File: config.mk
export PLATFORM = sky130hd
export DESIGN_NAME = eth_pixel_receiver_flat
export DESIGN_NICKNAME = d
export VERILOG_FILES = /design/src/rtl/eth_pixel_receiver_if.sv /design/src/rtl/eth_pixel_receiver.sv /design/src/flat_wrapper.sv
export SDC_FILE = /design/constraint.sdc
export NUM_CORES = 1
export LEC_CHECK = 0
export ABC_AREA = 1
export CORE_MARGIN = 5
export CORE_UTILIZATION = 50
export DETAILED_ROUTE_END_ITERATION = 7
export GPL_ROUTABILITY_DRIVEN = 0
export HOLD_SLACK_MARGIN = 0.06
export PLACE_DENSITY = 0.69
export SYNTH_ARGS = -nofsm -noshare
export SYNTH_HDL_FRONTEND = slang
export SYNTH_SLANG_ARGS = --single-unit
File: constraint.sdc
create_clock -name clk -period 5 [get_ports clk]
set_input_delay 0.5 -clock clk [delete_from_list [all_inputs] [get_ports clk]]
set_output_delay 0.5 -clock clk [all_outputs]
set_load 0.01 [all_outputs]
File: src/rtl/eth_pixel_receiver_if.sv
// RMII receive pins plus the frame-buffer write / packet status bus of the pixel receiver.
// master = receiver side, slave = PHY/frame-buffer side.
interface eth_pixel_receiver_if;
    logic        crsdv;
    logic [1:0]  rxd;
    logic [16:0] pixel_addr;
    logic [7:0]  pixel_data;
    logic        pixel_valid;
    logic        pkt_done;
    logic        pkt_ok;
    logic [15:0] pkt_index;
    logic        busy;

    modport master (
        input  crsdv, rxd,
        output pixel_addr, pixel_data, pixel_valid, pkt_done, pkt_ok, pkt_index, busy
    );

    modport slave (
        output crsdv, rxd,
        input  pixel_addr, pixel_data, pixel_valid, pkt_done, pkt_ok, pkt_index, busy
    );
endinterface

File: src/rtl/eth_pixel_receiver.sv
// RMII pixel-packet receiver: parses MAC/EtherType/index, writes payload pixels into the
// frame buffer and reports a per-packet CRC-checked verdict.
module eth_pixel_receiver #(
    parameter int unsigned PIXELS_PER_PACKET = 960,
    parameter int unsigned FRAME_PIXELS      = 76800,
    parameter logic [15:0] ETHERTYPE         = 16'h88B5,
    parameter logic [47:0] MAC_ADDR          = 48'h020000000002
) (
    input  logic                 clk,
    input  logic                 rst,
    eth_pixel_receiver_if.master bus
);

    typedef enum logic [2:0] {
        StIdle, StPreamble, StHeader, StIndex, StPayload, StFcs, StDrop
    } state_e;

    localparam logic [31:0] CrcResidue = 32'hDEBB20E3;

    state_e      state_q, state_d;
    logic [1:0]  dib_q, dib_d;
    logic [5:0]  sh_q, sh_d;
    logic [15:0] cnt_q, cnt_d;
    logic [31:0] crc_q, crc_d;
    logic        mac_ok_q, mac_ok_d;
    logic        bc_ok_q, bc_ok_d;
    logic [7:0]  idx_hi_q, idx_hi_d;
    logic [16:0] base_q, base_d;
    logic        in_range_q, in_range_d;
    logic        hdr_q, hdr_d;
    logic [15:0] pkt_index_q, pkt_index_d;
    logic [16:0] pixel_addr_q, pixel_addr_d;
    logic [7:0]  pixel_data_q, pixel_data_d;
    logic        pixel_valid_q, pixel_valid_d;
    logic        pkt_done_q, pkt_done_d;
    logic        pkt_ok_q, pkt_ok_d;

    logic        byte_done;
    logic [7:0]  byte_val;
    logic [15:0] idx_full;
    logic [31:0] prod;
    logic [17:0] addr_sum;
    logic [7:0]  mac_byte;
    logic        in_frame;
    logic        rx_state;

    // Reflected CRC-32, two bits per call, LSB first.
    function automatic logic [31:0] crc_dibit(input logic [31:0] c, input logic [1:0] d);
        logic [31:0] r;
        r = c;
        for (int i = 0; i < 2; i++) begin
            r = (r[0] ^ d[i]) ? ({1'b0, r[31:1]} ^ 32'hEDB88320) : {1'b0, r[31:1]};
        end
        return r;
    endfunction

    assign byte_done = bus.crsdv && (dib_q == 2'd3);
    assign byte_val  = {bus.rxd, sh_q};
    assign idx_full  = {idx_hi_q, byte_val};
    assign prod      = 32'(idx_full) * PIXELS_PER_PACKET;
    assign addr_sum  = 18'(base_q) + 18'(cnt_q);
    assign mac_byte  = MAC_ADDR[{3'd5 - cnt_q[2:0], 3'b000} +: 8];
    assign in_frame  = state_q inside {StHeader, StIndex, StPayload, StFcs, StDrop};
    assign rx_state  = state_q inside {StHeader, StIndex, StPayload, StFcs};

    always_comb begin
        state_d       = state_q;
        dib_d         = dib_q;
        sh_d          = sh_q;
        cnt_d         = cnt_q;
        crc_d         = crc_q;
        mac_ok_d      = mac_ok_q;
        bc_ok_d       = bc_ok_q;
        idx_hi_d      = idx_hi_q;
        base_d        = base_q;
        in_range_d    = in_range_q;
        hdr_d         = hdr_q;
        pkt_index_d   = pkt_index_q;
        pixel_addr_d  = pixel_addr_q;
        pixel_data_d  = pixel_data_q;
        pixel_valid_d = 1'b0;
        pkt_done_d    = 1'b0;
        pkt_ok_d      = 1'b0;

        if (in_frame && !bus.crsdv) begin
            state_d    = StIdle;
            pkt_done_d = hdr_q;
            pkt_ok_d   = hdr_q && (state_q == StFcs) && (cnt_q == 16'd4) && (dib_q == 2'd0) &&
                         (crc_q == CrcResidue) && in_range_q;
        end else begin
            if (rx_state && bus.crsdv) begin
                dib_d = dib_q + 2'd1;
                sh_d  = {bus.rxd, sh_q[5:2]};
                crc_d = crc_dibit(crc_q, bus.rxd);
            end

            unique case (state_q)
                StIdle: begin
                    hdr_d = 1'b0;
                    if (bus.crsdv && bus.rxd == 2'b01) state_d = StPreamble;
                end
                StPreamble: begin
                    if (!bus.crsdv) begin
                        state_d = StIdle;
                    end else if (bus.rxd == 2'b11) begin
                        state_d  = StHeader;
                        dib_d    = 2'd0;
                        cnt_d    = 16'd0;
                        crc_d    = 32'hFFFFFFFF;
                        mac_ok_d = 1'b1;
                        bc_ok_d  = 1'b1;
                        hdr_d    = 1'b1;
                    end else if (bus.rxd != 2'b01) begin
                        state_d = StDrop;
                    end
                end
                StHeader: begin
                    if (byte_done) begin
                        cnt_d = cnt_q + 16'd1;
                        if (cnt_q < 16'd6) begin
                            mac_ok_d = mac_ok_q && (byte_val == mac_byte);
                            bc_ok_d  = bc_ok_q && (byte_val == 8'hFF);
                            if (!mac_ok_d && !bc_ok_d) state_d = StDrop;
                        end else if (cnt_q == 16'd12) begin
                            if (byte_val != ETHERTYPE[15:8]) state_d = StDrop;
                        end else if (cnt_q == 16'd13) begin
                            if (byte_val != ETHERTYPE[7:0]) begin
                                state_d = StDrop;
                            end else begin
                                state_d = StIndex;
                                cnt_d   = 16'd0;
                            end
                        end
                    end
                end
                StIndex: begin
                    if (byte_done) begin
                        if (cnt_q == 16'd0) begin
                            idx_hi_d = byte_val;
                            cnt_d    = 16'd1;
                        end else begin
                            pkt_index_d = idx_full;
                            base_d      = prod[16:0];
                            in_range_d  = prod < FRAME_PIXELS;
                            state_d     = StPayload;
                            cnt_d       = 16'd0;
                        end
                    end
                end
                StPayload: begin
                    if (byte_done) begin
                        pixel_data_d  = byte_val;
                        pixel_addr_d  = addr_sum[16:0];
                        pixel_valid_d = in_range_q && (32'(addr_sum) < FRAME_PIXELS);
                        if (cnt_q == 16'(PIXELS_PER_PACKET - 1)) begin
                            state_d = StFcs;
                            cnt_d   = 16'd0;
                        end else begin
                            cnt_d = cnt_q + 16'd1;
                        end
                    end
                end
                StFcs: begin
                    // Anything past the 4th FCS byte spoils the frame.
                    if (byte_done) begin
                        if (cnt_q == 16'd4) state_d = StDrop;
                        else cnt_d = cnt_q + 16'd1;
                    end
                end
                StDrop: ;
                default: state_d = StIdle;
            endcase
        end
    end

    always_ff @(posedge clk) begin
        if (rst) begin
            state_q       <= StIdle;
            dib_q         <= 2'd0;
            sh_q          <= 6'd0;
            cnt_q         <= 16'd0;
            crc_q         <= 32'hFFFFFFFF;
            mac_ok_q      <= 1'b0;
            bc_ok_q       <= 1'b0;
            idx_hi_q      <= 8'd0;
            base_q        <= 17'd0;
            in_range_q    <= 1'b0;
            hdr_q         <= 1'b0;
            pkt_index_q   <= 16'd0;
            pixel_addr_q  <= 17'd0;
            pixel_data_q  <= 8'd0;
            pixel_valid_q <= 1'b0;
            pkt_done_q    <= 1'b0;
            pkt_ok_q      <= 1'b0;
        end else begin
            state_q       <= state_d;
            dib_q         <= dib_d;
            sh_q          <= sh_d;
            cnt_q         <= cnt_d;
            crc_q         <= crc_d;
            mac_ok_q      <= mac_ok_d;
            bc_ok_q       <= bc_ok_d;
            idx_hi_q      <= idx_hi_d;
            base_q        <= base_d;
            in_range_q    <= in_range_d;
            hdr_q         <= hdr_d;
            pkt_index_q   <= pkt_index_d;
            pixel_addr_q  <= pixel_addr_d;
            pixel_data_q  <= pixel_data_d;
            pixel_valid_q <= pixel_valid_d;
            pkt_done_q    <= pkt_done_d;
            pkt_ok_q      <= pkt_ok_d;
        end
    end

    assign bus.pixel_addr  = pixel_addr_q;
    assign bus.pixel_data  = pixel_data_q;
    assign bus.pixel_valid = pixel_valid_q;
    assign bus.pkt_done    = pkt_done_q;
    assign bus.pkt_ok      = pkt_ok_q;
    assign bus.pkt_index   = pkt_index_q;
    assign bus.busy        = (state_q != StIdle);

endmodule

File: src/flat_wrapper.sv
// flat-port wrapper written by rule: the top's interface ports become plain ports
module eth_pixel_receiver_flat 
#(
    parameter int unsigned PIXELS_PER_PACKET = 960,
    parameter int unsigned FRAME_PIXELS      = 76800,
    parameter logic [15:0] ETHERTYPE         = 16'h88B5,
    parameter logic [47:0] MAC_ADDR          = 48'h020000000002
)
  (clk, rst, bus_crsdv, bus_rxd, bus_pixel_addr, bus_pixel_data, bus_pixel_valid, bus_pkt_done, bus_pkt_ok, bus_pkt_index, bus_busy);
  eth_pixel_receiver_if bus_i ();
  input  logic clk;
  input  logic rst;
  input wire logic [$bits(bus_i.crsdv)-1:0] bus_crsdv;
  input wire logic [$bits(bus_i.rxd)-1:0] bus_rxd;
  output wire logic [$bits(bus_i.pixel_addr)-1:0] bus_pixel_addr;
  output wire logic [$bits(bus_i.pixel_data)-1:0] bus_pixel_data;
  output wire logic [$bits(bus_i.pixel_valid)-1:0] bus_pixel_valid;
  output wire logic [$bits(bus_i.pkt_done)-1:0] bus_pkt_done;
  output wire logic [$bits(bus_i.pkt_ok)-1:0] bus_pkt_ok;
  output wire logic [$bits(bus_i.pkt_index)-1:0] bus_pkt_index;
  output wire logic [$bits(bus_i.busy)-1:0] bus_busy;
  assign bus_i.crsdv = bus_crsdv;
  assign bus_i.rxd = bus_rxd;
  assign bus_pixel_addr = bus_i.pixel_addr;
  assign bus_pixel_data = bus_i.pixel_data;
  assign bus_pixel_valid = bus_i.pixel_valid;
  assign bus_pkt_done = bus_i.pkt_done;
  assign bus_pkt_ok = bus_i.pkt_ok;
  assign bus_pkt_index = bus_i.pkt_index;
  assign bus_busy = bus_i.busy;
  eth_pixel_receiver #(.PIXELS_PER_PACKET(PIXELS_PER_PACKET), .FRAME_PIXELS(FRAME_PIXELS), .ETHERTYPE(ETHERTYPE), .MAC_ADDR(MAC_ADDR)) u_core (.clk(clk), .rst(rst), .bus(bus_i));
endmodule
==> results.md, run 1 <==
* NetSw at 1.13 mW
* Fin crit period at 3.70 ns
* Final slew viol count at 0
* Layout area overhead at 16.0%
* Number of flops mapped to enable cells by yosys at 0
* Layout Skew at 0.00844 ns
* Fill count at 1,497
* Comb pwr share at 27.4%
* Initial antenna violation count at 0
* Mux contribution to synthesized area at 0%
* RSZ-0062 raised after global routing: no
* Area of the die at 18,500 um^2
* TritonCTS clock tree: built
* TNS Setup at 0 ns
* Wire per inst at 13.5 um
* Dpl hpwl at 13,800 um
* Ant diodes at 0
* Synth Area per Inst at 7.23 um^2
* Critical Path Source Type: input pin
* PortBufs at 49
* Async SR Flop Fraction at 0%
* Hold_buf cts at 0
* Htree depth at 4
* CP cell instances: clkdlybuf4s50_1 > inv_1 > fa_1 > fa_1 > inv_1 > ha_1 > nand2_1 > inv_1 > a21oi_1 > nand2_1 > nand2_1 > nand3_1 > nand2_1 > nand3_1 > nor2_1 > nand3_1 > a21oi_1
* DR iter-0 viols at 377
* CP peak stage delay at 0.71 ns
* Pre-CTS setup slack at 0.858 ns
* Clock root buffer: clkbuf_16
* Initial standard-cell utilization of the core at 50.6%
* DRC errors left at 0
* Io pins at 50
* Most common cell on crit path: nand2_1
* Post-CTS Repair Setup Buffers at 0
* First-pass GRT wire length at 31,100 um
* Area after DPL at 8610 um^2
* Seq cells post-synth at 125
* Synth Instances at 1,100
* Vias in the first global route at 6,459
* Die Ht at 136 um
* Reg power frac at 33.6%
* Final ANT Viol Nets at 0
* Synthesized area at 7950 um^2
* Pre-antenna DRT Iters at 5
* Final #Nets at 1,227
* Setup CP Type: in -> reg
* Count of different cell masters after synthesis at 42
* Core ar. at 15,700 um^2
* Adder-cell share of the synthesized area at 15.6%
* Actual slew at the worst max-slew pin at 0.989 ns
* Max_slew headroom at 33.8%
* Net Count, Synth at 1,186
* Yosys warnings at 0
* Static Leak at 4.45 nW
* Critical Path AT at 4.04 ns
* Worst min-delay path category: reg -> reg
* Simple-gate share of the synthesized area at 22.5%
* Pin count of the biggest net entering global routing at 47
* Fmax achieved at 0.270 GHz
* Compound-Gate Fraction of Synth Area at 15.8%
* CTS Buffer Depth at 2
* Grt ovf at 0
* Total GRT Usage at 20.9%
* Vias per cell at 5.14
* WHS at 0.468 ns
* Met2 usage at 33.4%
* Final instance area at 9230 um^2
* Sequential area share after synthesis at 31.5%
* Worst R2R Setup Slack at 1.50 ns
* Clk Latency, worst-skew pair at 0.42 ns
* VDD IR-drop max at 0.237 mV
* Period utilisation layout at 74.1%
* Final wirelength at 18,400 um
* Crit path required time at 5.33 ns
* Crit path max fanout at 8
* Synth Flop Type: dfxtp_1
* Routed via count at 7,039
* Status: finished, final reports clean
* TritonCTS Sinks at 125
* Die width at 136 um
* Largest family of logic cells by synthesized area: simple AND/OR/NAND/NOR gates
* Cell-internal power at 2.17 mW
* Busiest grt layer: met2
* Part of the power in the clock network at 39.0%
* Final setup vio count at 0
* Final hold vios at 0
* Sw frac at 34.3%
* Multi-input gate area at 4630 um^2
* CTS buffer count at 17
* Xor/xnor share of the synthesized area at 4.27%
* Critical path's slowest cell: clkdlybuf4s50_1
* Max_cap viols at 0
* GRT met1 Usage at 28.6%
* Worst setup EP type: flop
* Sequential Area at 2500 um^2
* Met3 Use GR at 3.59%
* Post_cts resized at 0
* PnR worst setup slack at 1.30 ns
* Num rows at 46
* Power Density at 358 nW/um^2
* Layout cells sized above 1 at 4.60%
* Clock transition at path regs at 0.06 ns
[path summary, 6_finish.rpt]
path | from | endpoint | cells past startpoint
setup reg to reg | u_core.sh_q[3] | u_core.in_range_q | 17
hold reg to reg | u_core.hdr_q | u_core.bus.pkt_done | 2
setup / recovery | bus_rxd[0] | u_core.in_range_q | 17
hold / removal | u_core.hdr_q | u_core.bus.pkt_done | 2
[state kept, by name, indices dropped and copies added (netlist names), 2 cells and up]
register and flops:
u_core.base_q 10, u_core.bus.pixel_addr 17, u_core.bus.pixel_data 8, u_core.bus.pkt_index 16
u_core.cnt_q 16, u_core.crc_q 32, u_core.dib_q 2, u_core.idx_hi_q 8
u_core.sh_q 6, u_core.state_q 3
[Yosys cell counts (all sizes together), types with 3 or more instances]
cell      n  share of area, %
xnor2     5              0.74
nand2   212                10
nor4      4              0.31
o21bai    8              0.76
xor2     32               3.5
nand3    53               3.4
a22oi    17               1.6
buf       9              0.74
o21ai    88               5.6
nor2     97               4.7
nor3     18               1.3
a21o      4              0.38
ha       51               8.0
nand4    19               1.5
fa       30               7.6
clkbuf   23               1.1
a31oi     9              0.71
nand3b    9              0.85
dfxtp   125                31
a211oi    3              0.28
a32oi     3              0.33
inv     179               8.5
a21oi    89               5.6
[cell usage in the layout (no fill, tap or decap), types with 30 or more instances in the layout]
cell / count
xor2_1: 32
o21ai_0: 84
nor2_1: 92
nand2_1: 212
inv_1: 174
dfxtp_1: 125
ha_1: 51
a21oi_1: 89
fa_1: 30
clkdlybuf4s50_1: 49
nand3_1: 52
[routing by layer]
| layer | vias up | share of wire [%] |
|---|---|---|
| met3 | 29 | 3.5 |
| met1 | 3239 | 49 |
| met4 | 0 | 1.9 |
| met2 | 123 | 46 |
| li1 | 3648 | - |
| met5 | - | 0 |
[per-stage QoR]
stage | power (mW) | utilization, % | cells
2_1_floorplan | 1.84 | - | 1100
3_3_place_gp | 2.03 | 54.8 | 1338
3_5_place_dp | 2.03 | 54.8 | 1338
4_1_cts | 3.33 | 58.7 | 1369
5_1_grt | 3.53 | 58.7 | 1369
6_report | 3.30 | 58.7 | 1369
[critical path, delay by kind of cell]
kind	cells	cell delay [ns]
fa+ha+maj	3	1.41
compound gates	2	0.30
buf+inv	4	1.08
simple gates	8	0.75
[power by group through the flow]
stage / logic (mW) / registers, mW / clock network (mW)
after detailed placement: 0.902 / 1.13 / 0
after CTS: 0.908 / 1.11 / 1.31
after global routing: 1.05 / 1.12 / 1.36
after global placement: 0.899 / 1.13 / 0
after floorplan: 0.721 / 1.11 / 0
final: 0.905 / 1.11 / 1.29
[cell type report]
type	instances	area share, %
clock buffer	17	4.61
clock inverter	14	2.10
inverter	181	7.36
multi-input combinational	762	50.1
sequential	125	27.1
tap	216	2.93
timing repair buffer	54	5.72
[cell families after synthesis]
family                     after synthesis
buffers and inverters                  213
DFF                                    125
and+or+nand+nor                        417
xor gates and xnor gates                37
AOI/OAI and AO/OA                      227
adders and majority gates               81
Note: power is estimated with default switching activity, not from simulation.
==> run 2, diff against run 1 <==
--- a/config.mk
+++ b/config.mk
@@ -11,7 +11,7 @@
 export DETAILED_ROUTE_END_ITERATION = 7
 export GPL_ROUTABILITY_DRIVEN = 0
 export HOLD_SLACK_MARGIN = 0.06
-export PLACE_DENSITY = 0.69
+export PLACE_DENSITY = 0.72
 export SYNTH_ARGS = -nofsm -noshare
 export SYNTH_HDL_FRONTEND = slang
 export SYNTH_SLANG_ARGS = --single-unit
==> constraint.sdc (replaced) <==
create_clock -name clk -period 3.2 [get_ports clk]
set_input_delay 0.32 -clock clk [delete_from_list [all_inputs] [get_ports clk]]
set_output_delay 0.32 -clock clk [all_outputs]
set_load 0.01 [all_outputs]
==> results.md, run 2 (synthesized netlist as in run 1, its figures left out) <==
* Status: finished, final reports clean (unchanged)
* Layout Skew at 0.00890 ns (was 0.00844 ns)
* Part of the power in the clock network at 35.5% (was 39.0%)
* VDD IR-drop max at 0.398 mV (was 0.237 mV)
* DR iter-0 viols at 500 (was 377)
* Commonest non-fill, non-tap cell in the layout: nand2_1 (unchanged)
* Layout area overhead at 22.4% (was 16.0%)
* Wire per inst at 13.7 um (was 13.5 um)
* Area of the die at 18,500 um^2 (unchanged)
* Final #Nets at 1,276 (was 1,227)
* First-pass GRT wire length at 32,300 um (was 31,100 um)
* Dpl hpwl at 14,200 um (was 13,800 um)
* Max FFs per register at 32 (unchanged)
* NetSw at 1.92 mW (was 1.13 mW)
* Final setup vio count at 0 (unchanged)
* Clk Latency, worst-skew pair at 0.43 ns (was 0.42 ns)
* Reg with most FFs: u_core.crc_q (unchanged)
* TritonCTS Sinks at 125 (unchanged)
* Commonest non-fill, non-tap cells in the layout: nand2_1, inv_1, dfxtp_1, nor2_1, a21oi_1 (unchanged)
* DRC errors left at 0 (unchanged)
* Final ANT Viol Nets at 0 (unchanged)
* Die width at 136 um (unchanged)
* Total GRT Usage at 21.4% (was 20.9%)
* Pin count of the biggest net entering global routing at 68 (was 47)
* Core ar. at 15,700 um^2 (unchanged)
* Met2 usage at 34.0% (was 33.4%)
* Fin crit period at 3.02 ns
* CTS Buffer Depth at 2 (unchanged)
* TritonCTS clock tree: built (unchanged)
* Crit path max fanout at 4 (was 8)
* Htree depth at 4 (unchanged)
* Setup CP Type: reg -> reg (was in -> reg)
* Final hold vios at 0 (unchanged)
* Layout cells sized above 1 at 11.8% (was 4.60%)
* Num rows at 46 (unchanged)
* Die Ht at 136 um (unchanged)
* Final slew viol count at 0 (unchanged)
* Routed via count at 7,318 (was 7,039)
* Cell-internal power at 3.62 mW (was 2.17 mW)
* Worst setup EP type: flop (unchanged)
* Clock root buffer: clkbuf_16 (unchanged)
* Final instance area at 9730 um^2 (was 9230 um^2)
* Static Leak at 4.67 nW (was 4.45 nW)
* Vias in the first global route at 6,830 (was 6,459)
* Critical path's slowest cell: fa_1 (was clkdlybuf4s50_1)
* Initial standard-cell utilization of the core at 50.6% (unchanged)
* Period utilisation layout at 94.4%
* WHS at 0.471 ns (was 0.468 ns)
* Busiest grt layer: met2 (unchanged)
* Clock transition at path regs at 0.06 ns (about the same)
* Vias per cell at 5.16 (was 5.14)
* Hold_buf cts at 0 (unchanged)
* Met3 Use GR at 4.03% (was 3.59%)
* Final wirelength at 19,400 um (was 18,400 um)
* GRT met1 Usage at 29.4% (was 28.6%)
* Sw frac at 34.7% (was 34.3%)
* Worst min-delay path category: reg -> reg (unchanged)
* Grt ovf at 0 (unchanged)
* Comb pwr share at 33.3% (was 27.4%)
* Io pins at 50 (unchanged)
* Ant diodes at 0 (unchanged)
* PortBufs at 49 (unchanged)
* CTS buffer count at 17 (unchanged)
* Fill count at 1,396 (was 1,497)
* Fmax achieved at 0.331 GHz
* Critical Path AT at 3.37 ns (was 4.04 ns)
* Actual slew at the worst max-slew pin at 0.647 ns (was 0.989 ns)
* Max_slew headroom at 56.8% (was 33.8%)
* Initial antenna violation count at 0 (unchanged)
* CP cell instances: buf_4 > fa_2 > fa_1 > fa_2 > nand3_1 > nand2_1 > nand2_1 > nand2_2 > nand3_1 > nand2_1 > nand2_1 > nand3_1 > nor2_1 > nand3_1 > a21oi_1 (was clkdlybuf4s50_1 > inv_1 > fa_1 > fa_1 > inv_1 > ha_1 > nand2_1 > inv_1 > a21oi_1 > nand2_1 > nand2_1 > nand3_1 > nand2_1 > nand3_1 > nor2_1 > nand3_1 > a21oi_1)
* Max_cap viols at 0 (unchanged)
* Crit path required time at 3.55 ns (was 5.33 ns)
* Pre-antenna DRT Iters at 6 (was 5)
* Power Density at 569 nW/um^2 (was 358 nW/um^2)
* Critical Path Source Type: flop (was input pin)
* CP peak stage delay at 0.55 ns (was 0.71 ns)
* Area after DPL at 8960 um^2 (was 8610 um^2)
* Reg power frac at 31.1% (was 33.6%)
==> run 2: cell count changes in the layout (fill, tap and decap cells not counted), sizes merged <==
cell | before | now
buf | 5 | 54
clkbuf | 17 | 19
clkinvlp | 2 | 4
inv | 180 | 178
bufinv | 4 | 3
==> run 2: path summary, 6_finish.rpt <==
path	slack (ns)	to	startpoint	cells after the start
worst max-delay path	0.18	u_core.in_range_q	u_core.sh_q[1]	15
worst min-delay path	0.47	u_core.bus.pkt_done	u_core.hdr_q	2
worst max register to register	0.18	u_core.in_range_q	u_core.sh_q[1]	15
worst min register to register	0.47	u_core.bus.pkt_done	u_core.hdr_q	2
==> run 2: metal layers <==
layer	wire [um]	vias up
met5	0	-
met4	374	0
met3	804	35
met2	9020	161
met1	9220	3383
li1	-	3739
==> run 2: critical path: cells and delay by family (launching register included) <==
kind                     cells  cell delay, ns
AO/OA/AOI/OAI                1            0.11
AND/OR/NAND/NOR             10            0.86
buffers and inverters        1            0.14
flip-flops                   1            0.37
adder cells (fa/ha/maj)      3            1.47
==> run 2: layout make-up <==
| type | count | area (um^2) | share of cell area, % |
|---|---|---|---|
| Multi-Input combinational cell | 762 | 4770 | 49.0 |
| Sequential cell | 125 | 2510 | 25.8 |
| Timing Repair Buffer | 103 | 896 | 9.20 |
| Inverter | 181 | 683 | 7.02 |
| Clock buffer | 19 | 443 | 4.55 |
| Tap cell | 216 | 270 | 2.78 |
| Clock inverter | 13 | 166 | 1.71 |
==> run 2: power by group through the flow <==
stage / combinational (mW) / clock (mW) / sequential [mW]
finish: 1.85 / 1.97 / 1.72
global route: 2.07 / 2.07 / 1.73
CTS: 1.66 / 1.99 / 1.72
detailed placement: 1.64 / 0 / 1.75
global placement: 1.63 / 0 / 1.75
floorplan: 1.13 / 0 / 1.74
==> run 2: metrics by stage <==
| step | instances | utilization, % | total power, mW | setup TNS, ns | setup slack [ns] |
|---|---|---|---|---|---|
| floorplan | 1100 | - | 2.87 | 0 | 0.242 |
| global placement | 1385 | 57.0 | 3.37 | -0.516 | -0.269 |
| detailed placement | 1385 | 57.0 | 3.39 | -0.652 | -0.320 |
| CTS | 1417 | 60.9 | 5.37 | 0 | 0.0587 |
| global route | 1419 | 62.0 | 5.87 | -0.0288 | -0.0288 |
| finish | 1419 | 62.0 | 5.54 | 0 | 0.180 |
==> run 2: timing repair <==
item	4_1_cts	5_1_grt
gates resized for setup	0	41
setup buffers	0	2
endpoints found under the setup margin	0	2
